**config.mk**
```make
export PLATFORM = sky130hd
export DESIGN_NAME = mcp4921_dac_writer_flat
export DESIGN_NICKNAME = d
export VERILOG_FILES = /design/src/rtl/mcp4921_dac_writer_if.sv /design/src/rtl/mcp4921_dac_writer.sv /design/src/flat_wrapper.sv
export SDC_FILE = /design/constraint.sdc
export NUM_CORES = 1
export LEC_CHECK = 0
export ABC_AREA = 1
export CORE_AREA = 5 5 59 100
export CTS_BUF_LIST = sky130_fd_sc_hd__clkbuf_4 sky130_fd_sc_hd__clkbuf_8
export DETAILED_ROUTE_END_ITERATION = 6
export DIE_AREA = 0 0 64 105
export PLACE_DENSITY = 0.58
export SLEW_MARGIN = 20
export SYNTH_ARGS = -nofsm -noshare
export SYNTH_HDL_FRONTEND = slang
export SYNTH_SLANG_ARGS = --single-unit
```
**constraint.sdc**
```tcl
create_clock -name clk -period 1.33 [get_ports clk]
set_input_delay 0.133 -clock clk [delete_from_list [all_inputs] [get_ports clk]]
set_output_delay 0.133 -clock clk [all_outputs]
set_load 0.03 [all_outputs]
```
**src/rtl/mcp4921_dac_writer_if.sv**
```systemverilog
// rtl/mcp4921_dac_writer_if.sv - sample handshake bundle between the sample path and the DAC writer
interface mcp4921_dac_writer_if;
  logic [11:0] data;
  logic        valid;
  logic        ready;
  logic        done;

  modport master (output data, output valid, input ready, input done);
  modport slave  (input data, input valid, output ready, output done);
endinterface

```
**src/rtl/mcp4921_dac_writer.sv**
```systemverilog
// rtl/mcp4921_dac_writer.sv - MCP4921 SPI mode-0 write engine with LDAC latch strobe
module mcp4921_dac_writer #(
  parameter int   CLK_FREQ         = 27_000_000,
  parameter int   MCP4921_CLK_FREQ = 1_350_000,
  parameter logic BUF              = 1'b0,
  parameter logic GA_N             = 1'b1,
  parameter logic SHDN_N           = 1'b1
) (
  input  logic                  clk,
  input  logic                  rst,
  mcp4921_dac_writer_if.slave   bus,
  output logic                  dac_clk,
  output logic                  dac_din,
  output logic                  cs,
  output logic                  ldac_n
);

  localparam int CYCLE = CLK_FREQ / MCP4921_CLK_FREQ;
  localparam int HALF  = CYCLE / 2;
  localparam int PW    = (HALF > 1) ? $clog2(HALF) : 1;
  localparam logic [PW-1:0] HALF_M1 = PW'(HALF - 1);

  generate
    if (CYCLE < 4 || (CYCLE % 2) != 0) begin : g_bad_cycle
      $error("mcp4921_dac_writer: CYCLE must be even and >= 4");
    end
  endgenerate

  typedef enum logic [2:0] {S_IDLE, S_SHIFT, S_HOLD, S_GAP, S_LDAC} state_t;

  state_t         state_q, state_d;
  logic [PW-1:0]  phase_q, phase_d;
  logic [3:0]     bit_q, bit_d;
  logic [14:0]    sr_q, sr_d;
  logic           clk_q, clk_d;
  logic           din_q, din_d;
  logic           cs_q, cs_d;
  logic           ldac_q, ldac_d;
  logic           ready_q, ready_d;
  logic           done_q, done_d;
  logic [15:0]    frame;
  logic           phase_end;

  assign frame     = {1'b0, BUF, GA_N, SHDN_N, bus.data};
  assign phase_end = (phase_q == '0);

  always_ff @(posedge clk) begin
    if (rst) begin
      state_q <= S_IDLE;
      phase_q <= '0;
      bit_q   <= '0;
      sr_q    <= '0;
      clk_q   <= 1'b0;
      din_q   <= 1'b0;
      cs_q    <= 1'b1;
      ldac_q  <= 1'b1;
      ready_q <= 1'b1;
      done_q  <= 1'b0;
    end else begin
      state_q <= state_d;
      phase_q <= phase_d;
      bit_q   <= bit_d;
      sr_q    <= sr_d;
      clk_q   <= clk_d;
      din_q   <= din_d;
      cs_q    <= cs_d;
      ldac_q  <= ldac_d;
      ready_q <= ready_d;
      done_q  <= done_d;
    end
  end

  always_comb begin
    state_d = state_q;
    phase_d = phase_q;
    bit_d   = bit_q;
    sr_d    = sr_q;
    clk_d   = clk_q;
    din_d   = din_q;
    cs_d    = cs_q;
    ldac_d  = ldac_q;
    ready_d = ready_q;
    done_d  = 1'b0;

    case (state_q)
      S_IDLE: begin
        if (bus.valid && ready_q) begin
          sr_d    = frame[14:0];
          din_d   = frame[15];
          cs_d    = 1'b0;
          phase_d = HALF_M1;
          bit_d   = 4'd15;
          ready_d = 1'b0;
          state_d = S_SHIFT;
        end
      end
      S_SHIFT: begin
        if (!phase_end) begin
          phase_d = phase_q - 1'b1;
        end else begin
          phase_d = HALF_M1;
          if (!clk_q) begin
            clk_d = 1'b1;
          end else begin
            // Falling edge of SCK: the DAC already sampled, so advance SDI here.
            clk_d = 1'b0;
            if (bit_q == 4'd0) begin
              state_d = S_HOLD;
            end else begin
              bit_d = bit_q - 1'b1;
              din_d = sr_q[14];
              sr_d  = {sr_q[13:0], 1'b0};
            end
          end
        end
      end
      S_HOLD: begin
        if (!phase_end) begin
          phase_d = phase_q - 1'b1;
        end else begin
          phase_d = HALF_M1;
          cs_d    = 1'b1;
          state_d = S_GAP;
        end
      end
      S_GAP: begin
        if (!phase_end) begin
          phase_d = phase_q - 1'b1;
        end else begin
          phase_d = HALF_M1;
          ldac_d  = 1'b0;
          state_d = S_LDAC;
        end
      end
      S_LDAC: begin
        if (!phase_end) begin
          phase_d = phase_q - 1'b1;
        end else begin
          phase_d = '0;
          ldac_d  = 1'b1;
          done_d  = 1'b1;
          ready_d = 1'b1;
          state_d = S_IDLE;
        end
      end
      default: begin
        state_d = S_IDLE;
      end
    endcase
  end

  assign dac_clk   = clk_q;
  assign dac_din   = din_q;
  assign cs        = cs_q;
  assign ldac_n    = ldac_q;
  assign bus.ready = ready_q;
  assign bus.done  = done_q;

endmodule

```
**src/flat_wrapper.sv**
```systemverilog
// flat-port wrapper written by rule: the top's interface ports become plain ports
module mcp4921_dac_writer_flat 
#(
  parameter int   CLK_FREQ         = 27_000_000,
  parameter int   MCP4921_CLK_FREQ = 1_350_000,
  parameter logic BUF              = 1'b0,
  parameter logic GA_N             = 1'b1,
  parameter logic SHDN_N           = 1'b1
)
  (clk, rst, dac_clk, dac_din, cs, ldac_n, bus_data, bus_valid, bus_ready, bus_done);
  mcp4921_dac_writer_if bus_i ();
  input  logic clk;
  input  logic rst;
  output logic dac_clk;
  output logic dac_din;
  output logic cs;
  output logic ldac_n;
  input wire logic [$bits(bus_i.data)-1:0] bus_data;
  input wire logic [$bits(bus_i.valid)-1:0] bus_valid;
  output wire logic [$bits(bus_i.ready)-1:0] bus_ready;
  output wire logic [$bits(bus_i.done)-1:0] bus_done;
  assign bus_i.data = bus_data;
  assign bus_i.valid = bus_valid;
  assign bus_ready = bus_i.ready;
  assign bus_done = bus_i.done;
  mcp4921_dac_writer #(.CLK_FREQ(CLK_FREQ), .MCP4921_CLK_FREQ(MCP4921_CLK_FREQ), .BUF(BUF), .GA_N(GA_N), .SHDN_N(SHDN_N)) u_core (.clk(clk), .rst(rst), .bus(bus_i), .dac_clk(dac_clk), .dac_din(dac_din), .cs(cs), .ldac_n(ldac_n));
endmodule
```
; ---- After elaboration in Yosys (flattened, before gate mapping)
; Cells that the tools add are included.
[word_totals]
reg_bits = 32
inputBits = 15
output_inout_bits = 6
word_cells = 77
[op_classes]
n_eq_ne = 12
n_reduce_logical = 18
addsub = 2
muxes = 34
bitwise_logic = 1
[op_table]
columns = operator, count
row1 = 15-bit 2-to-1 mux, 4
row2 = 15-bit one-hot mux with 2 select lines, 1
row3 = 4-bit 2-to-1 mux, 7
row4 = 3-bit 2-to-1 mux, 7
row5 = 3-bit one-hot mux with 5 select lines, 1
row6 = "2-bit by 1-bit inequality test with 1-bit output, second input constant", 7
row7 = 4-bit one-hot mux with 3 select lines, 1
row8 = 3-bit AND reduction, 3
row9 = 4-bit zero test, 2
row10 = 1-bit 2-to-1 mux, 8
row11 = 1-bit one-hot mux with 2 select lines, 4
row12 = 4-bit one-hot mux with 2 select lines, 1
row13 = 2-bit nonzero test, 4
row14 = "4-bit by 1-bit subtractor with 4-bit output, second input constant", 2
row15 = 7-bit AND reduction, 1
row16 = "3-bit by 2-bit equality test with 1-bit output, second input constant", 2
row17 = 5-bit AND reduction, 1
row18 = 2-bit AND reduction, 2
row19 = "3-bit by 1-bit equality test with 1-bit output, second input constant", 1
row20 = "3-bit equality test, second input constant", 1
row21 = 3-bit zero test, 1
row22 = 3-bit nonzero test, 1
row23 = 3-bit OR reduction, 1
row24 = "2-bit inequality test, second input constant", 1
row25 = other kinds (3), 3

; ---- Logic depth before layout (Yosys ltp)
[depth]
ltp_word = 5
ltp_mapped = 10
mapped_depth_nobuf = 9

; ---- Least setup slack after synthesis
; OpenSTA, ideal clock, no wires.
[synth_path]
path_type = reg-to-reg
start = register u_core.ready_q (netlist: u_core.bus.ready)
end = register u_core.sr_q[10]
n_path_buf = 1
arrival_time_ns = 1.291
t_required_ns = 1.214
synth_period_minus_slack_ns = 1.407
path_slack_ns = -0.077
setup_time_ns = 0.116
stages_incl_launch_ff = 9
path_cell_list = dfxtp_1 -> nand2_1 -> inv_1 -> nand3_2 -> nand2_4 -> nand2_4 -> buf_6 -> o21ai_0 -> nor2_1
[synth_between]
elab_chain_len = 3
[synth_lines]
columns = item, line
row1 = "start, declared", mcp4921_dac_writer.sv:39  ; logic ready_q, ready_d;
row2 = "start signal, assigned", mcp4921_dac_writer.sv:68  ; ready_q <= ready_d;
row3 = 1-bit logical AND, mcp4921_dac_writer.sv:87  ; if (bus.valid && ready_q) begin
row4 = 2-bit by 1-bit inequality test with 1-bit output (no line), --
row5 = 5-bit AND reduction (no line), --
row6 = "end signal, assigned", mcp4921_dac_writer.sv:63  ; sr_q <= sr_d;
row7 = "end, declared", mcp4921_dac_writer.sv:34  ; logic [14:0] sr_q, sr_d;
; No other way between the ends.
; A chain may end at the register's enable or synchronous reset.

; ---- Worst setup path in the final report
[layout_path]
start = register u_core.state_q[1]
end = register u_core.sr_q[14]
[layout_between]
elab_chain_len = 3
elab_cells_between_ends = 9
cone_classes = 5 x eq/ne / 1 x mux / 3 x reduce/logical
[layout_lines]
columns = item, line
row1 = "start, declared", mcp4921_dac_writer.sv:31  ; state_t state_q, state_d;
row2 = "start signal, assigned", mcp4921_dac_writer.sv:60  ; state_q <= state_d;
row3 = 3-bit by 1-bit equality test with 1-bit output / 3-bit zero test (equally long branches), mcp4921_dac_writer.sv:85  ; case (state_q)
row4 = "2-bit by 1-bit inequality test with 1-bit output (no line), or another cell as far along", --
row5 = 5-bit AND reduction (no line), --
; Several ways; a longest one is shown, not always the timed one.

==> results.py <==
metrics = {
    "timing": {
        "setup-tns-final_ps": 0,
        "rsz0062_at_grt": "yes",
        "worst_slew_pin_slew_ps": 452,
        "hold_viol_final": 0,
        "drv_slew": 0,
        "period_needed_ps": 1320,
        "finClkSkew_ps": 7.46,
        "max_freq_ghz": 0.759,
        "max_slew_margin_pct": 69.8,
        "finalSetupViolCount": 0,
        "fin_crit_sh_pct": 99.0,
        "whs_ps": 426,
    },
    "layout": {
        "n_fill_cell": 495,
        "final_nets": 304,
        "drive_gt1_share_pct": 30.0,
        "antenna_cells": 0,
        "area_growth_pct": 51.4,
    },
    "power": {
        "ir_drop_v": 0.00167,
        "powerDensity_nw_per_um2": 2480,
        "p_leak_nw": 1.07,
    },
    "worst_setup_path": {
        "r2r.worst_path.cells": 8,
        "startpoint_type": "flip-flop",
        "cp-end-kind": "flip-flop",
        "cp_max_fo": 8,
        "worstPathRequired_ps": 1550,
        "arrival_ps": 1530,
        "path_class": "reg -> reg",
    },
    "clocking": {
        "cts_sinks": 32,
        "cts_buffer_depth": 2,
        "cts_made_buffers": 5,
        "cts_tree": "done",
        "h-tree-depth": 2,
        "clkTransAtPathRegs_ps": 70,
        "ctsHoldBuffers": 0,
        "root_buffer": "clkbuf_8",
        "worst_skew_pair.late_latency_ps": 290,
    },
    "drt": {
        "ant_nets": 0,
        "viasPerCell": 4.66,
        "finalWirelength_um": 4020,
        "firstDrtPassIters": 4,
        "drc": 0,
        "drt_iter0_drc": 49,
        "vias": 1590,
        "drt-wirelength-per-cell_um": 11.8,
    },
    "synth": {
        "synthArstFlopShare_pct": 0,
        "synth-seq-area-share_pct": 41.0,
        "postSynthCellCount": 227,
        "synth_nets": 245,
        "synth_common_cells": "nand2_1, nor2_1, dfxtp_1",
        "syn_area_per_cell_um2": 6.89,
        "synth_top_area_share_pct": 41.0,
        "synth_most_common_cell": "nand2_1",
        "ys_warn_count": 0,
        "syn-cell-area_um2": 1560,
        "yosysTopAreaCell": "dfxtp_1",
        "synth_edf_count": 0,
        "ys.flop_type": "dfxtp_1",
        "synth.area.top_cells": "dfxtp_1, nand2_1, nor2_1, o21ai_0, a21oi_1",
        "ys_types": 24,
        "ys_seq_elements": 32,
    },
    "place": {
        "numPortBuffers": 20,
        "gp_congestion": 0.921,
        "dpl.hpwl_um": 2850,
    },
    "hold_path": {
        "hp-class": "in -> reg",
        "min_path_cells": 3,
    },
    "global_route": {
        "grtUsageMet2_pct": 23.2,
        "grtUsageMet3_pct": 3.11,
        "antenna_found_initial": 0,
        "grt-busiest-layer": "met2",
        "grt_use_total_pct": 12.9,
        "grt_use_met1_pct": 12.5,
        "grt_pass1_wl_um": 6860,
        "grt_pass1_vias": 1640,
        "grt_overflow": 0,
        "grt_max_degree": 18,
    },
    "die": {
        "start_util_pct": 31.4,
        "dieWidth_um": 64,
        "die_y_um": 105,
        "die_area_um2": 6720,
        "core_um2": 4980,
        "rows": 34,
        "ioPinCount": 21,
    },
    "flow_run": {
        "maxCapViolCount": 0,
    },
    "run_status": {
        "outcome": "finished, final reports clean",
    },
}
## placed cells by master, fill, tap and decap left out, types with 5 or more instances in the layout
cell	netlist	final
a21oi_1	12	9
clkbuf_8	0	7
dfxtp_1	32	25
nor2_1	45	41
inv_1	12	7
dlygate4sd2_1	0	6
buf_4	1	34
clkdlybuf4s50_1	0	14
nand3_1	10	7
inv_2	2	5
o21ai_0	18	17
dfxtp_2	0	7
nand2_1	67	64
## flip-flops by register name (all words and copies together), names as in the netlist
name / count
u_core.sr_q: 15
u_core.state_q: 3
u_core.bus.ready: 1
u_core.bit_q: 4
u_core.dac_din: 1
u_core.phase_q: 4
u_core.ldac_n: 1
u_core.dac_clk: 1
u_core.bus.done: 1
u_core.cs: 1
## logic make-up after synthesis
group                    after synthesis  share of synthesized area, %
AND/OR/NAND/NOR                      137                          38.2
adder cells (fa/ha/maj)                3                          2.40
XOR/XNOR                               3                          1.68
flip-flops                            32                          41.0
AO/OA/AOI/OAI                         31                          10.2
buffers and inverters                 21                          6.48
## metrics by stage
stage	setup WS (ps)	instance area (µm²)	total power, mW	std cells	util [%]
floorplan	3.72	1570	3.31	227	-
global placement	-121	2030	4.18	326	40.8
detailed placement	-156	2030	4.21	326	40.8
CTS	3.11	2250	5.57	337	45.2
global route	-136	2370	6.40	341	47.6
finish	13.3	2370	5.88	341	47.6
## final timing paths
check / from / to / slack [ps]
worst min-delay path: bus_data[0] / u_core.sr_q[0] / 430
worst max-delay path: u_core.state_q[1] / u_core.sr_q[14] / 10
worst max register to register: u_core.state_q[1] / u_core.sr_q[14] / 10
worst min register to register: u_core.ldac_n / u_core.ldac_n / 450
## where the power goes
| group | total, mW | internal (mW) | switching [mW] |
|---|---|---|---|
| sequential | 1.61 | 1.35 | 0.258 |
| clock | 1.02 | 0.661 | 0.364 |
| combinational | 3.25 | 1.51 | 1.74 |
## layout make-up
type,instances,area [µm²],share of cell area (%)
clock buffers,7,96.3,4.07
clock inverters,1,30.0,1.27
multi-input cells,175,967,40.9
inverters,15,66.3,2.80
well taps,54,67.6,2.85
repair buffers,57,490,20.7
flip-flops and latches,32,649,27.4
## repair_timing
action / 4_1_cts / 5_1_grt
pin swaps: 4 / 16
buffers inserted: 2 / 5
cloned: 1 / 0
resized for setup: 24 / 23
endpoints found under the setup margin: 31 / 27
## worst max-delay path, cell delays in order (launching register included)
cell and delay, ps:
dfxtp_2 350, buf_4 160, nor2_8 150, nand2_4 90, buf_12 130, nand2_8 80
buf_4 130, nand2_1 40, a21oi_1 120
## routing by layer
layer / up-vias / share of wire (%)
met2: 33 / 53
met4: 0 / 4.5
met5: - / 0
met1: 699 / 38
met3: 15 / 3.7
li1: 843 / -
Power figures use the tool's default switching activity.
